==> src/rtl/sr_chain_frame_sequencer_if.sv <==
// I/Q sample stream handshake between the sample source and the frame sequencer.
// The source is the master; the sequencer is the slave.
interface sr_chain_frame_sequencer_if #(
    parameter int DATA_W = 10
);
    logic                     in_valid;
    logic                     in_ready;
    logic signed [DATA_W-1:0] in_i;
    logic signed [DATA_W-1:0] in_q;

    modport master (output in_valid, output in_i, output in_q, input in_ready);
    modport slave  (input in_valid, input in_i, input in_q, output in_ready);
endinterface

==> src/rtl/sr_chain_frame_sequencer.sv <==
// Frame sequencer for the dual I/Q shift-register sorting chains: fill, settle, MLP trigger, wait.
// Optional MLP watchdog is compiled in with `define SR_SEQ_TIMEOUT_EN.
module sr_chain_frame_sequencer #(
    parameter int N       = 1000,
    parameter int SETTLE  = 2,
    parameter int TIMEOUT = 4096,
    parameter int DATA_W  = 10
) (
    input  logic                     clk,
    input  logic                     reset,
    input  logic                     start,
    input  logic                     abort,
    sr_chain_frame_sequencer_if.slave s_if,
    output logic signed [DATA_W-1:0] out_i,
    output logic signed [DATA_W-1:0] out_q,
    output logic [N:0]               enable,
    output logic                     mlp_en,
    input  logic                     mlp_done,
    // 'final' is a reserved word in SystemVerilog, hence the suffix.
    output logic                     final_pulse,
    output logic                     busy,
    output logic [15:0]              frame_cnt,
    output logic                     timeout
);

    localparam int CW = $clog2(N + 1);

    localparam logic [2:0] ST_IDLE   = 3'd0;
    localparam logic [2:0] ST_FILL   = 3'd1;
    localparam logic [2:0] ST_SETTLE = 3'd2;
    localparam logic [2:0] ST_TRIG   = 3'd3;
    localparam logic [2:0] ST_WAIT   = 3'd4;

    localparam logic [CW-1:0] N_LAST      = CW'(N - 1);
    localparam logic [3:0]    SETTLE_LAST = (SETTLE == 0) ? 4'd0 : 4'(SETTLE - 1);

    if (N < 1 || SETTLE < 0 || SETTLE > 15 || TIMEOUT < 1) begin : g_bad_param
        $error("sr_chain_frame_sequencer: illegal N, SETTLE or TIMEOUT");
    end

    logic [2:0]    state;
    logic [CW-1:0] sample_cnt;
    logic [3:0]    settle_cnt;
    logic          accept;

    assign s_if.in_ready = (state == ST_FILL);
    assign accept        = s_if.in_valid & s_if.in_ready;
    assign mlp_en        = (state == ST_TRIG);
    assign busy          = (state != ST_IDLE);

`ifdef SR_SEQ_TIMEOUT_EN
    logic [15:0] wd_cnt;
    logic        timeout_r;
    localparam logic [15:0] WD_LAST = 16'(TIMEOUT - 1);

    assign timeout = timeout_r;
`else
    assign timeout = 1'b0;
`endif

    always_ff @(posedge clk or posedge reset) begin
        if (reset) begin
            state       <= ST_IDLE;
            sample_cnt  <= '0;
            settle_cnt  <= '0;
            enable      <= '0;
            out_i       <= '0;
            out_q       <= '0;
            final_pulse <= 1'b0;
            frame_cnt   <= '0;
`ifdef SR_SEQ_TIMEOUT_EN
            wd_cnt      <= '0;
            timeout_r   <= 1'b0;
`endif
        end else begin
            final_pulse <= 1'b0;
`ifdef SR_SEQ_TIMEOUT_EN
            timeout_r   <= 1'b0;
`endif
            // Abort outranks every other event; in IDLE it also swallows a coincident start.
            if (abort && state != ST_IDLE) begin
                state  <= ST_IDLE;
                enable <= '0;
            end else begin
                case (state)
                    ST_IDLE: begin
                        if (start && !abort) begin
                            state      <= ST_FILL;
                            enable     <= '0;
                            sample_cnt <= '0;
                        end
                    end
                    ST_FILL: begin
                        if (accept) begin
                            out_i      <= s_if.in_i;
                            out_q      <= s_if.in_q;
                            enable     <= {enable[N-1:0], 1'b1};
                            sample_cnt <= sample_cnt + 1'b1;
                            if (sample_cnt == N_LAST) begin
                                state      <= ST_SETTLE;
                                settle_cnt <= '0;
                            end
                        end
                    end
                    ST_SETTLE: begin
                        if (settle_cnt == SETTLE_LAST) begin
                            state <= ST_TRIG;
                        end else begin
                            settle_cnt <= settle_cnt + 4'd1;
                        end
                    end
                    ST_TRIG: begin
                        state <= ST_WAIT;
`ifdef SR_SEQ_TIMEOUT_EN
                        wd_cnt <= '0;
`endif
                    end
                    ST_WAIT: begin
                        if (mlp_done) begin
                            state       <= ST_IDLE;
                            final_pulse <= 1'b1;
                            frame_cnt   <= frame_cnt + 16'd1;
`ifdef SR_SEQ_TIMEOUT_EN
                        end else if (wd_cnt == WD_LAST) begin
                            state     <= ST_IDLE;
                            enable    <= '0;
                            timeout_r <= 1'b1;
                        end else begin
                            wd_cnt <= wd_cnt + 16'd1;
`endif
                        end
                    end
                    default: state <= ST_IDLE;
                endcase
            end
        end
    end

endmodule

==> src/flat_wrapper.sv <==
// flat-port wrapper written by rule: the top's interface ports become plain ports
module sr_chain_frame_sequencer_flat 
#(
    parameter int N       = 1000,
    parameter int SETTLE  = 2,
    parameter int TIMEOUT = 4096,
    parameter int DATA_W  = 10
)
  (clk, reset, start, abort, out_i, out_q, enable, mlp_en, mlp_done, final_pulse, busy, frame_cnt, timeout, s_if_in_valid, s_if_in_i, s_if_in_q, s_if_in_ready);
  sr_chain_frame_sequencer_if #(.DATA_W(DATA_W)) s_if_i ();
  input  logic clk;
  input  logic reset;
  input  logic start;
  input  logic abort;
  output logic signed [DATA_W-1:0] out_i;
  output logic signed [DATA_W-1:0] out_q;
  output logic [N:0] enable;
  output logic mlp_en;
  input  logic mlp_done;
  output logic final_pulse;
  output logic busy;
  output logic [15:0] frame_cnt;
  output logic timeout;
  input wire logic [$bits(s_if_i.in_valid)-1:0] s_if_in_valid;
  input wire logic [$bits(s_if_i.in_i)-1:0] s_if_in_i;
  input wire logic [$bits(s_if_i.in_q)-1:0] s_if_in_q;
  output wire logic [$bits(s_if_i.in_ready)-1:0] s_if_in_ready;
  assign s_if_i.in_valid = s_if_in_valid;
  assign s_if_i.in_i = s_if_in_i;
  assign s_if_i.in_q = s_if_in_q;
  assign s_if_in_ready = s_if_i.in_ready;
  sr_chain_frame_sequencer #(.N(N), .SETTLE(SETTLE), .TIMEOUT(TIMEOUT), .DATA_W(DATA_W)) u_core (.clk(clk), .reset(reset), .start(start), .abort(abort), .s_if(s_if_i), .out_i(out_i), .out_q(out_q), .enable(enable), .mlp_en(mlp_en), .mlp_done(mlp_done), .final_pulse(final_pulse), .busy(busy), .frame_cnt(frame_cnt), .timeout(timeout));
endmodule
==> config.mk <==
export PLATFORM = sky130hd
export DESIGN_NAME = sr_chain_frame_sequencer_flat
export DESIGN_NICKNAME = d
export VERILOG_FILES = /design/src/rtl/sr_chain_frame_sequencer_if.sv /design/src/rtl/sr_chain_frame_sequencer.sv /design/src/flat_wrapper.sv
export SDC_FILE = /design/constraint.sdc
export NUM_CORES = 2
export LEC_CHECK = 0
export ABC_AREA = 1
export CORE_AREA = 2 2 422 424
export DETAILED_ROUTE_END_ITERATION = 6
export DIE_AREA = 0 0 424 426
export GPL_TIMING_DRIVEN = 0
export MAX_ROUTING_LAYER = met4
export SLEW_MARGIN = 30
export SYNTH_ARGS = -nofsm -noshare
export SYNTH_HDL_FRONTEND = slang
export SYNTH_SLANG_ARGS = --single-unit
==> constraint.sdc <==
create_clock -name clk -period 92.9 [get_ports clk]
set_clock_uncertainty 0.05 [all_clocks]
set_input_delay 27.87 -clock clk [delete_from_list [all_inputs] [get_ports clk]]
set_output_delay 27.87 -clock clk [all_outputs]
set_load 0.1 [all_outputs]
Word-level counts from Yosys, hierarchy flattened
Index checks and enable logic that the tools add are counted.
- add/subtract/negate cells: 3
- multipliers: 0
- divide/modulo/power cells: 0
- magnitude comparators: 0
- eq/ne operators: 15
- shifts and indexed selects: 0
- multiplexer cells: 21
- bitwise operators: 2
- reduce and logical (&&, ||, !) cells: 14
- operator list (kind ; count):
    $mux 1001 ; 3
    $pmux 1001 s2 ; 1
    $mux 10 ; 2
    $pmux 10 s2 ; 1
    $mux 3 ; 6
    $add 16x1->16 const B ; 1
    $pmux 3 s5 ; 1
    $mux 4 ; 3
    $add 10x1->10 const B ; 1
    $eq 10x10->1 const B ; 1
    $reduce_and 5->1 ; 2
    $reduce_and 3->1 ; 3
    $pmux 4 s2 ; 1
    $eq 3x2->1 const B ; 2
    $ne 2x2->1 const B ; 3
    $ne 3x1->1 const B ; 2
    $ne 3x3->1 const B ; 2
    $reduce_bool 3->1 ; 2
    $add 4x1->4 const B ; 1
    $eq 4x1->1 const B ; 1
    $reduce_and 4->1 ; 1
    $reduce_bool 2->1 ; 2
    $eq 3x1->1 const B ; 1
    $eq 3x3->1 const B ; 1
    8 further kinds ; 11
- register bits: 1055
- bits in latches: 0
- RAM bits: 0
- bits in read-only memories: 0
- input bits: 26
- output and inout port bits: 1042
- logic and storage cells: 63
- memories kept: 0

Logic depth before layout (Yosys ltp)
- depth after elaboration: 5
- depth in mapped cells: 9
- mapped depth without buffers: 8

Least setup slack after synthesis
Ideal clock, no wire load.
- kind: register to output
- from: reg u_core.state[0]
- to: out mlp_en
- arrival time: 2577 ps
- data required time: 64980 ps
- path slack: 62403 ps
- stages on the path, launching flop included: 3
- path buffers: 0
- cells stage by stage: dfrtp_1 inv_1 nor3_1
- longest elaborated chain between the ends: 1
- RTL lines (item ; RTL line ; source):
    start: declaration ; sr_chain_frame_sequencer.sv:41 ; logic [2:0] state;
    start signal: assignment ; sr_chain_frame_sequencer.sv:63 ; state <= ST_IDLE;
    start signal: assignment ; sr_chain_frame_sequencer.sv:82 ; state <= ST_IDLE;
    start signal: assignment ; sr_chain_frame_sequencer.sv:88 ; state <= ST_FILL;
    $eq 3x2->1 ; sr_chain_frame_sequencer.sv:48 ; assign mlp_en = (state == ST_TRIG);
    end: declaration ; flat_wrapper.sv:18 ; output logic mlp_en;
No other way between the ends.

Final worst setup path
- from: reg u_core.enable[995]
- to: out enable[995]
- RTL lines (item ; RTL line ; source):
    start: declaration ; sr_chain_frame_sequencer.sv:16 ; output logic [N:0] enable,
    start signal: assignment ; sr_chain_frame_sequencer.sv:97 ; enable <= {enable[N-1:0], 1'b1};
    end: declaration ; flat_wrapper.sv:17 ; output logic [N:0] enable;
No word-level cell between the ends.

==> out/summary.txt <==
Final WL = 179000 um
Fin cells = 7802
Antenna-violating nets left = 0
Placed cells = 7583
PortBufs = 1065
Routed len/inst = 22.9 um
Final core utilization = 32.0%
CP endpoint kind = primary output
Crit path buffers/inverters = 1
Setup crit start kind = flip-flop
P_leak = 24.8 nW
Synthesized flop and latch total = 1055
CP Class = reg -> out
Final Hold Fails = 0
Htree depth = 3
Sequential area share after synthesis = 65.0%
Unrepaired setup endpoints after global routing = no
Synth-to-layout area growth = 38.5%
Latest clock arrival within the worst-skew pair = 780 ps
Critical path's slowest cell = clkdlybuf4s50_1
Worst-path clk slew = 60 ps
Die area = 181000 sq um
Synthesized Nets = 4195
First DRT Iteration DRCs = 3805
Post-synthesis area per instance = 9.75 sq um
Worst-path fanout max = 3
Share of the synthesized area in the top cell type = 65.0%
CTS Buffer Depth = 3
Fin crit share = 33.1%
CTS Buf Count = 116
Die height = 426 um
VDD IR max = 0.0155 mV
Crit path time final = 30750 ps
Ports = 1068
Dpl hpwl = 137000 um
Setup bufs post-CTS = 0
Gpl congestion = 0.966
Slew Viols, Final = 0
Synth warn = 0
Top_reg_cell synth = dfrtp_1
Global route overflow = 0
CTS tree = done
Critical Path RT = 64980 ps
Via count of the first global-routing pass = 34700
Crit-path leading delay family = buffers and inverters
Core area = 176000 sq um
Wire length of the first global-routing pass = 253000 um
Final #Nets = 5391
Worst Tran Pin Value = 1050 ps
Critical Path AT = 2830 ps
Sink Count = 1055
Pwr Density = 22.0 nW/um^2
Vias/cell = 4.60
Number of cell rows = 154
WHS = 417 ps
Area leader, netlist = dfrtp_1
Worst path max stage delay = 1290 ps
Min-Delay Path Class = reg -> reg
Run status = finished clean
Fmax = 32.5 MHz
Top post-synthesis cells by count = 1055 x dfrtp_1, 647 x nand2_1, 562 x o21ai_0, 545 x nand3_1, 531 x inv_1
Die Wd = 424 um
Final setup viols = 0
Vias = 35900
Number of enable flip-flop cells after synthesis = 0
Layout cell share with drive strength beyond 1 = 14.5%
Antenna violations before repair = 18
Max cap viols = 0
Total negative setup slack = 0 ps
Top-count cell post-synth = dfrtp_1
Starting Density = 23.1%
Synthesized area = 40600 sq um
FFs w/ async S/R, synth = 100%
First-pass DRT Iterations = 6
Clock root buffer master = clkbuf_16
Overall routing resource usage = 19.7%
Post-Syn Instances = 4165
Cell variety after synth = 30
Hold-fix buffers, CTS = 0
DRC errors left = 0
PostCTS Resize Cnt = 0
Slew HR = 29.6%
CP cell instances = clkdlybuf4s50_1
Largest net degree at the start of global routing = 93
Synth top area cells = dfrtp_1 65%, o21ai_0 6.9%, nand3_1 6.7%, nand2_1 6.0%, o21ai_1 5.6%
stage by stage:
| stage | setup slack, ps | power, W | area [sq um] |
|---|---|---|---|
| CTS | 62120 | 0.00125 | 56300 |
| floorplan | 35280 | 0.000662 | 40600 |
| global route | 62130 | 0.00129 | 56200 |
| finish | 62150 | 0.00124 | 56200 |
| global placement | 22330 | 0.000781 | 54200 |
| detailed placement | 61710 | 0.000780 | 52500 |
cell families after synthesis:
group                    count (synthesis)  share of synthesized area, %
other                                    1                       0.00924
AO/OA/AOI/OAI                         1024                          12.7
flip-flops                            1055                          65.0
AND/OR/NAND/NOR                       1247                          13.4
buffers and inverters                  820                          8.47
adder cells (fa/ha/maj)                  4                         0.123
XOR/XNOR                                14                         0.302
power by group:
group | internal, W | total, W | switching [W]
logic | 0.0000595 | 0.000299 | 0.000240
registers | 0.000466 | 0.000471 | 0.00000481
clock network | 0.000269 | 0.000469 | 0.000200
total | 0.000794 | 0.00124 | 0.000445
final timing paths:
check | from | to | slack (ps) | cells past startpoint
worst min register to register | u_core.out_q[2]$_DFFE_PP0P_ | u_core.out_q[2]$_DFFE_PP0P_ | 420 | 2
max in group asynchronous | reset | u_core.enable[288]$_DFFE_PP0P_ | 63100 | 6
worst min-delay path | u_core.out_q[2]$_DFFE_PP0P_ | u_core.out_q[2]$_DFFE_PP0P_ | 420 | 2
worst max-delay path | u_core.enable[995]$_DFFE_PP0P_ | enable[995] | 62150 | 1
min in group asynchronous | reset | u_core.out_q[9]$_DFFE_PP0P_ | 27490 | 2
worst max register to register | u_core.state[1]$_DFFE_PP0P_ | u_core.enable[786]$_DFFE_PP0P_ | 89590 | 7
cell type report:
type	count	area, sq um
antenna	9	22.5
buffer	286	1440
clock buffer	175	3410
clock inverter	35	403
fill	18200	120000
inverter	534	2010
multi-input combinational	2290	10800
sequential	1055	26400
tap	2340	2930
timing repair buffer	1078	8830
metal layers:
metal	up-vias	part of all wire, %	global-route usage (%)
li1	16000	-	-
met1	18000	41	24.5
met2	1567	46	29.5
met3	324	8.4	5.28
met4	0	5.0	9.25
met5	-	0	-
sequential cells by signal, summed over array words and instances, names as in the netlist:
name                flops
u_core.out_q           10
u_core.sample_cnt      10
u_core.out_i           10
u_core.frame_cnt       16
u_core.settle_cnt       4
u_core.final_pulse      1
u_core.state            3
u_core.enable        1001
layout by cell type (no fill, tap or decap), types with 3 or more instances in the layout:
cell type        count
dfrtp_1           1055
nand2_1            647
clkdlybuf4s50_1    628
o21ai_0            562
nand3_1            545
inv_1              530
buf_2              529
o21ai_1            452
clkbuf_1           166
clkbuf_16          117
buf_4               43
nor2_1              36
clkbuf_8            26
buf_16              13
buf_6               11
xor2_1              10
diode_2              9
nand4_1              9
clkinv_2             9
inv_6                8
clkinvlp_4           7
bufinv_16            6
clkbuf_2             5
xnor2_1              4
ha_1                 4
clkinv_4             4
inv_2                3
nand2_2              3
a21oi_1              3
Note: power is estimated with default switching activity, not from simulation.
